--- src/rtl/coin_acceptor.sv ---
// rtl/coin_acceptor.sv - coin sensor debounce, queue and paced coin-code transmitter
// Three raw sensors are synchronised and debounced; each detected coin is queued and replayed
// to vending_machine.coin as a single-cycle code followed by an idle gap.
module coin_acceptor #(
   parameter int DEB_CYC = 4,
   parameter int GAP_CYC = 3,
   parameter int DEPTH   = 4
) (
   input  logic                    clk,
   input  logic                    rst,
   input  logic                    sense_a,
   input  logic                    sense_b,
   input  logic                    sense_c,
   input  logic                    accept_en,
   output logic [1:0]              coin_out,
   output logic                    reject,
   output logic                    busy,
   output logic [$clog2(DEPTH):0]  fifo_count
);

   localparam int DCW = $clog2(DEB_CYC);
   localparam int GCW = (GAP_CYC > 1) ? $clog2(GAP_CYC) : 1;
   localparam int AW  = $clog2(DEPTH);
   localparam int CW  = AW + 1;

   typedef enum logic {DISARMED, ARMED} db_state_t;
   typedef enum logic [1:0] {IDLE, EMIT, GAP} pace_state_t;

   logic [2:0]     sense_raw;
   logic [2:0]     sync1, sync2;
   logic [1:0]     sync_vld;
   db_state_t      db_state     [3];
   db_state_t      db_state_nxt [3];
   logic [DCW-1:0] db_cnt       [3];
   logic [DCW-1:0] db_cnt_nxt   [3];
   logic [2:0]     det, det_nxt;

   logic           det_any, det_multi, full, push, pop;
   logic [1:0]     det_code;
   logic [1:0]     mem [DEPTH];
   logic [AW-1:0]  wr_ptr, rd_ptr;
   logic [1:0]     code_q;

   pace_state_t    state, state_nxt;
   logic [GCW-1:0] gap_cnt, gap_cnt_nxt;

   assign sense_raw = {sense_c, sense_b, sense_a};

   // Debouncers ignore the sync pipe until it has refilled after reset, so a sensor held
   // high through reset cannot be mistaken for a stable-low run.
   always_comb begin
      for (int i = 0; i < 3; i++) begin
         db_state_nxt[i] = db_state[i];
         db_cnt_nxt[i]   = db_cnt[i];
      end
      det_nxt = '0;
      if (sync_vld[1]) begin
         for (int i = 0; i < 3; i++) begin
            if (sync2[i] != (db_state[i] == ARMED)) begin
               db_cnt_nxt[i] = '0;
            end else if (db_cnt[i] == DCW'(DEB_CYC - 1)) begin
               db_cnt_nxt[i]   = '0;
               det_nxt[i]      = (db_state[i] == ARMED);
               db_state_nxt[i] = (db_state[i] == ARMED) ? DISARMED : ARMED;
            end else begin
               db_cnt_nxt[i] = db_cnt[i] + 1'b1;
            end
         end
      end
   end

   assign det_any   = (det != 3'd0);
   assign det_multi = ((det & (det - 3'd1)) != 3'd0);
   assign det_code  = {det[2] | det[1], det[2] | det[0]};
   assign full      = (fifo_count == CW'(DEPTH));
   assign push      = det_any && !det_multi && accept_en && !full;
   assign busy      = (fifo_count != '0) || (state != IDLE);

   always_comb begin
      state_nxt   = state;
      gap_cnt_nxt = gap_cnt;
      pop         = 1'b0;
      case (state)
         IDLE: begin
            if (fifo_count != '0) begin
               pop       = 1'b1;
               state_nxt = EMIT;
            end
         end
         EMIT: begin
            state_nxt   = GAP;
            gap_cnt_nxt = '0;
         end
         GAP: begin
            if (gap_cnt == GCW'(GAP_CYC - 1)) begin
               state_nxt = IDLE;
            end else begin
               gap_cnt_nxt = gap_cnt + 1'b1;
            end
         end
         default: state_nxt = IDLE;
      endcase
   end

   always_ff @(posedge clk) begin
      if (push) begin
         mem[wr_ptr] <= det_code;
      end
   end

   always_ff @(posedge clk) begin
      if (rst) begin
         sync1      <= '0;
         sync2      <= '0;
         sync_vld   <= '0;
         for (int i = 0; i < 3; i++) begin
            db_state[i] <= DISARMED;
            db_cnt[i]   <= '0;
         end
         det        <= '0;
         reject     <= 1'b0;
         wr_ptr     <= '0;
         rd_ptr     <= '0;
         fifo_count <= '0;
         state      <= IDLE;
         gap_cnt    <= '0;
         code_q     <= 2'b00;
         coin_out   <= 2'b00;
      end else begin
         sync1    <= sense_raw;
         sync2    <= sync1;
         sync_vld <= {sync_vld[0], 1'b1};
         for (int i = 0; i < 3; i++) begin
            db_state[i] <= db_state_nxt[i];
            db_cnt[i]   <= db_cnt_nxt[i];
         end
         det    <= det_nxt;
         reject <= det_any && !push;
         if (push) begin
            wr_ptr <= wr_ptr + 1'b1;
         end
         if (pop) begin
            rd_ptr <= rd_ptr + 1'b1;
            code_q <= mem[rd_ptr];
         end
         case ({push, pop})
            2'b10:   fifo_count <= fifo_count + 1'b1;
            2'b01:   fifo_count <= fifo_count - 1'b1;
            default: fifo_count <= fifo_count;
         endcase
         state    <= state_nxt;
         gap_cnt  <= gap_cnt_nxt;
         // One cycle behind the EMIT state, so the code lives exactly one cycle.
         coin_out <= (state == EMIT) ? code_q : 2'b00;
      end
   end

endmodule
--- config.mk ---
export PLATFORM = sky130hd
export DESIGN_NAME = coin_acceptor
export DESIGN_NICKNAME = d
export VERILOG_FILES = /design/src/rtl/coin_acceptor.sv
export SDC_FILE = /design/constraint.sdc
export NUM_CORES = 1
export LEC_CHECK = 0
export ABC_AREA = 0
export CELL_PAD_IN_SITES_DETAIL_PLACEMENT = 1
export CELL_PAD_IN_SITES_GLOBAL_PLACEMENT = 1
export CORE_ASPECT_RATIO = 2
export CORE_MARGIN = 1
export CORE_UTILIZATION = 35
export CTS_CLUSTER_SIZE = 40
export DETAILED_ROUTE_END_ITERATION = 16
export PLACE_DENSITY = 0.66
export SYNTH_ARGS = -nofsm -noshare
export SYNTH_HDL_FRONTEND = slang
export SYNTH_SLANG_ARGS = --single-unit
export TNS_END_PERCENT = 10
--- constraint.sdc ---
create_clock -name clk -period 6.3 [get_ports clk]
set_clock_uncertainty 0.05 [all_clocks]
set_input_delay 1.89 -clock clk [delete_from_list [all_inputs] [get_ports clk]]
set_output_delay 1.89 -clock clk [all_outputs]
set_load 0.01 [all_outputs]
==> results.cfg, run 1 <==
[cells_and_area]
register_area_sq_um = 961
diodes = 0
fin_nets = 204
syn2layout_area_growth_pct = 14.0
drive_gt1_frac = 0.101
fill_cells = 572
fin_area_sq_um = 2100
multi_input_area_sq_um = 822

[floorplanning]
die_h_um = 105
die_w_um = 53.3
rows = 37
ios = 13
initial_core_util = 0.362
core_area_sq_um = 5090
dieArea_sq_um = 5580

[critical_path]
critPathLaunchType = input pin
crit_required_ns = 6.46
crit_path_frequent_cell = inv_1
reg2reg_depth = 8
end_kind = register
critPathKind = input pin to register
path_max_fanout = 7
rr_startpoint = fifo_count[0]
crit_arrival_ns = 3.99
path_cells = clkdlybuf4s50_1, nor4b_4, inv_1, ha_1, inv_1, fa_1, xor2_1, or3_1, a21oi_1
reg2reg_slack_ns = 3.64
crit_slowest_cell = clkdlybuf4s50_1
r2r-end = fifo_count[2]
crit_path_max_incr_delay_ns = 0.48

[drt]
wire_per_inst_um = 14.9
drt_iter0_markers = 26
routed_wl_um = 3680
ant_nets = 0
dr_total_vias = 1305
drc_errors = 0
vias_per_cell = 5.28
drtPass1Iterations = 4

[yosys]
yosysWarnings = 0
synth_top_area_share = 0.391
synth_cells = 175
syn_nets = 191
synth_seq_cells = 44
synth_area_leaders = dfxtp_1 39%, edfxtp_1 13%, ha_1 6.1%
ys_seq_area_frac = 0.521
ys_types = 35
syn_avg_cell_area_sq_um = 10.5
synth_top_area_cell = dfxtp_1
syn-cell-area_sq_um = 1840

[power]
peakVddDrop_mv = 0.195
p_leak_nw = 0.735
power_mw = 0.658
power_density_nw_per_um2 = 313

[global_route]
grt.busiest_layer = met2
grt.met3_usage = 0.0277
grt_pass1_wl_um = 6330
grt_pass1_vias = 1453
antenna_found_initial = 0
gr-usage-all-layers = 0.155
grtUsageMet1 = 0.133
grt_max_degree = 32
grt_overflow_total = 0
grt_use_met2 = 0.305

[clock_network]
cts_buffer_depth = 2
cts_root_buffer = clkbuf_8
cts_buffers = 5
numClockSinks = 44
cts_max_level = 2
post_cts_buffers = 0
cts_hold_buf = 0
cts_tree = built
post_cts_resized = 0
cts.clk_slew.worst_paths_ns = 0.08
clk_latency_ns = 0.29

[timing]
finalCriticalPeriod_ns = 3.82
final_max_slew_viol_count = 0
period_share = 0.607
setup_tns_ns = 0
rsz0062_at_grt = no
worst_slack_ns = 2.48
slew_headroom = 0.607
setup_viol_count_final = 0
worst_pin_slew_ns = 0.584
max_freq_mhz = 261
hold_viol_final = 0

[run_status]
status = completed

[worst_hold_path]
hold_end = sync2[0]
min-delay-start = sync1[0]
hold_path.class = register to register
hold_depth = 1

[place]
port_buffers = 12
gp_congestion = 0.714
placed_cell_area_sq_um = 2020
place_ws_ns = 2.16
hpwl_um = 2850

[job]
drv_cap = 0
power breakdown:
group / internal [mW] / switching, mW / total [mW]
Combinational: 0.0757 / 0.0708 / 0.147
Clock: 0.0770 / 0.0940 / 0.171
Sequential: 0.309 / 0.0317 / 0.341
how the worst max path moves through the flow:
stage	slack (ns)	cells past startpoint	from	end
floorplan	2.94	8	accept_en	fifo_count[2]
global placement	2.39	9	accept_en	fifo_count[2]
detailed placement	2.16	9	accept_en	fifo_count[2]
CTS	2.46	9	accept_en	fifo_count[2]
global route	2.35	9	accept_en	fifo_count[2]
finish	2.48	9	accept_en	fifo_count[2]
area by class of cell:
| class | count | area share |
|---|---|---|
| Clock buffer | 6 | 0.0345 |
| Clock inverter | 2 | 0.00536 |
| Inverter | 9 | 0.0161 |
| Multi-Input combinational cell | 115 | 0.391 |
| Sequential cell | 44 | 0.457 |
| Tap cell | 58 | 0.0345 |
| Timing Repair Buffer | 13 | 0.0608 |
routing by layer:
metal,up-vias,part of all wire
li1,628,-
met1,645,0.33
met2,22,0.62
met3,10,0.025
met4,0,0.029
met5,-,0
flip-flops by register name, indices dropped and copies added, names as in the netlist, 3 cells and up:
| register | flops |
|---|---|
| sync2 | 3 |
| det | 3 |
| fifo_count | 3 |
| mem | 8 |
| sync1 | 3 |
| db_cnt | 6 |
| db_state | 3 |
worst max-delay path, delay by kind of cell:
kind                       cells  cell delay, ns
AOI/OAI and AO/OA              1            0.20
xor gates and xnor gates       1            0.09
adders and majority gates      2            0.46
buffers and inverters          3            0.68
and+or+nand+nor                2            0.68
layout by cell type, fill, tap and decap left out, drive strengths merged, types with 3 or more instances in the layout:
master and instances:
nor2 15, and2 4, nor2b 9, xnor2 3
nand3 9, dfxtp 36, inv 9, nand2 8
a21oi 14, ha 9, a311oi 4, nor3 4
edfxtp 8, clkbuf 6, clkdlybuf4s50 12, nor3b 4
nand2b 6
metrics by stage:
stage / instances / util / hold slack [ns]
finish: 247 / 0.413 / 0.392
global route: 247 / 0.413 / 0.414
CTS: 247 / 0.413 / 0.395
detailed placement: 239 / 0.396 / 0.377
global placement: 239 / 0.396 / 0.374
floorplan: 175 / - / 0.364
cell usage after synthesis:
cell type / count
dfxtp_1: 36
nor2_1: 15
a21oi_1: 14
ha_1: 9
inv_1: 9
nand3_1: 9
nor2b_1: 9
edfxtp_1: 8
nand2_1: 8
clkbuf_1: 6
nand2b_1: 6
a311oi_1: 4
and2_2: 4
nor3_1: 4
nor3b_1: 4
xnor2_1: 3
mux2i_1: 2
mux4_2: 2
nor4bb_1: 2
o21bai_1: 2
o2bb2ai_1: 2
or2_2: 2
or3_1: 2
xor2_1: 2
a31o_2: 1
and3_1: 1
buf_1: 1
fa_1: 1
maj3_2: 1
mux2_4: 1
nand3b_1: 1
nor4b_4: 1
o21a_1: 1
o21ai_0: 1
o31ai_1: 1
logic make-up (layout without fill, tap and decap cells):
| group | count (synthesis) | after routing | share of synthesized area |
|---|---|---|---|
| AO/OA/AOI/OAI | 26 | 26 | 0.0903 |
| multiplexers | 5 | 5 | 0.0434 |
| AND/OR/NAND/NOR | 68 | 68 | 0.210 |
| buffers and inverters | 16 | 30 | 0.0326 |
| adder cells (fa/ha/maj) | 11 | 11 | 0.0781 |
| flip-flops | 44 | 44 | 0.521 |
| XOR/XNOR | 5 | 5 | 0.0238 |
No activity file was read; power rests on OpenSTA's default activity.
==> run 2, diff against run 1 <==
==> constraint.sdc (replaced) <==
create_clock -name clk -period 3.89 [get_ports clk]
set_clock_uncertainty 0.05 [all_clocks]
set_input_delay 1.167 -clock clk [delete_from_list [all_inputs] [get_ports clk]]
set_output_delay 1.167 -clock clk [all_outputs]
set_load 0.01 [all_outputs]
==> run 2 against run 1 <==
Compared with the run above: via count shrank 2.0%; combinational power grew 59%; sequential share of layout area shrank 0.67 points; routed wire length shrank 1.9%; critical path type unchanged.
==> results.cfg, run 2 (synthesis results as in run 1) <==
[clock_network]
cts_tree = built
cts_max_level = 2
numClockSinks = 44
post_cts_buffers = 0
cts_buffers = 5
cts.clk_slew.worst_paths_ns = 0.08
cts_root_buffer = clkbuf_8
clk_latency_ns = 0.29
post_cts_resized = 0
cts_hold_buf = 0
cts_buffer_depth = 2

[drt]
drc_errors = 0
wire_per_inst_um = 14.6
top_layer = met4
ant_nets = 0
wl_met2_um = 2250
wl_met1_um = 1220
routed_wl_um = 3620
vias_per_cell = 5.18
drtPass1Iterations = 3
dr_total_vias = 1279
met3_wirelength_um = 81
drt_iter0_markers = 24

[power]
peakVddDrop_mv = 0.385
p_leak_nw = 0.739
power_mw = 1.14
power_density_nw_per_um2 = 535

[run_status]
status = completed

[place]
placed_cell_area_sq_um = 2020
port_buffers = 12
place_ws_ns = 0.567
dp.cells = 239
gp_congestion = 0.708
hpwl_um = 2770

[global_route]
gr-usage-all-layers = 0.145
grt_pass1_vias = 1412
grt_max_degree = 31
antenna_found_initial = 0
grt_pass1_wl_um = 5870
grt_overflow_total = 0

[timing]
max_freq_mhz = 332
period_share = 0.775
rsz0062_at_grt = no
finalCriticalPeriod_ns = 3.01
final_max_slew_viol_count = 0
setup_tns_ns = 0
hold_viol_final = 0
setup_viol_count_final = 0
worst_pin_slew_ns = 0.633
worst_slack_ns = 0.876
holdWs_ns = 0.398
slew_headroom = 0.575

[critical_path]
critPathLaunchType = input pin
crit_required_ns = 4.06
path_max_fanout = 7
end_kind = register
critPathKind = input pin to register
reg2reg_depth = 8
reg2reg_slack_ns = 1.32
crit_arrival_ns = 3.19

[cells_and_area]
finish.utilization = 0.419
largest_reg_flops = 8
diodes = 0
drive_gt1_frac = 0.111
fin_nets = 204
regMostFlops = mem
final_common_cell = dfxtp_1
reg_top3 = mem: 8 flops, db_cnt: 6 flops
final_cell_mix = 36 x dfxtp_1, 15 x nor2_1, 14 x a21oi_1
fin_area_sq_um = 2130
fin_cells = 247
syn2layout_area_growth_pct = 15.7
fill_cells = 594

[worst_hold_path]
hold_path.class = register to register
hold_depth = 1

[floorplanning]
core_area_sq_um = 5090
rows = 37
die_h_um = 105
ios = 13
die_w_um = 53.3
initial_core_util = 0.362
dieArea_sq_um = 5580

[job]
drv_cap = 0
==> run 2: power by group <==
part / switching, mW / leakage (nW) / internal, mW
clock network: 0.162 / 0.0548 / 0.193
logic: 0.112 / 0.327 / 0.122
registers: 0.0509 / 0.358 / 0.500
==> run 2: metal layers <==
layer	track usage	vias up
li1	-	629
met1	0.116	632
met2	0.294	14
met3	0.0349	4
met4	0.0564	0
met5	0	-
==> run 2: cell type report <==
type	count	area, sq um	share of cell area
sequential	44	961	0.451
timing repair buffer	13	128	0.0599
multi-input combinational	115	822	0.386
clock inverter	3	46.3	0.0217
clock buffer	5	68.8	0.0323
tap	58	72.6	0.0340
inverter	9	33.8	0.0158
==> run 2: final timing paths <==
kind                 start       endpoint
max              accept_en  fifo_count[2]
min               sync1[0]       sync2[0]
max reg2reg  fifo_count[0]  fifo_count[2]
min reg2reg       sync1[0]       sync2[0]
==> run 2: worst max-delay path, stage by stage <==
cell and delay [ns]:
clkdlybuf4s50_1 0.49, nor4b_4 0.38, inv_1 0.11, ha_1 0.24, inv_1 0.08, fa_1 0.18
xor2_1 0.07, or3_1 0.31, a21oi_1 0.16
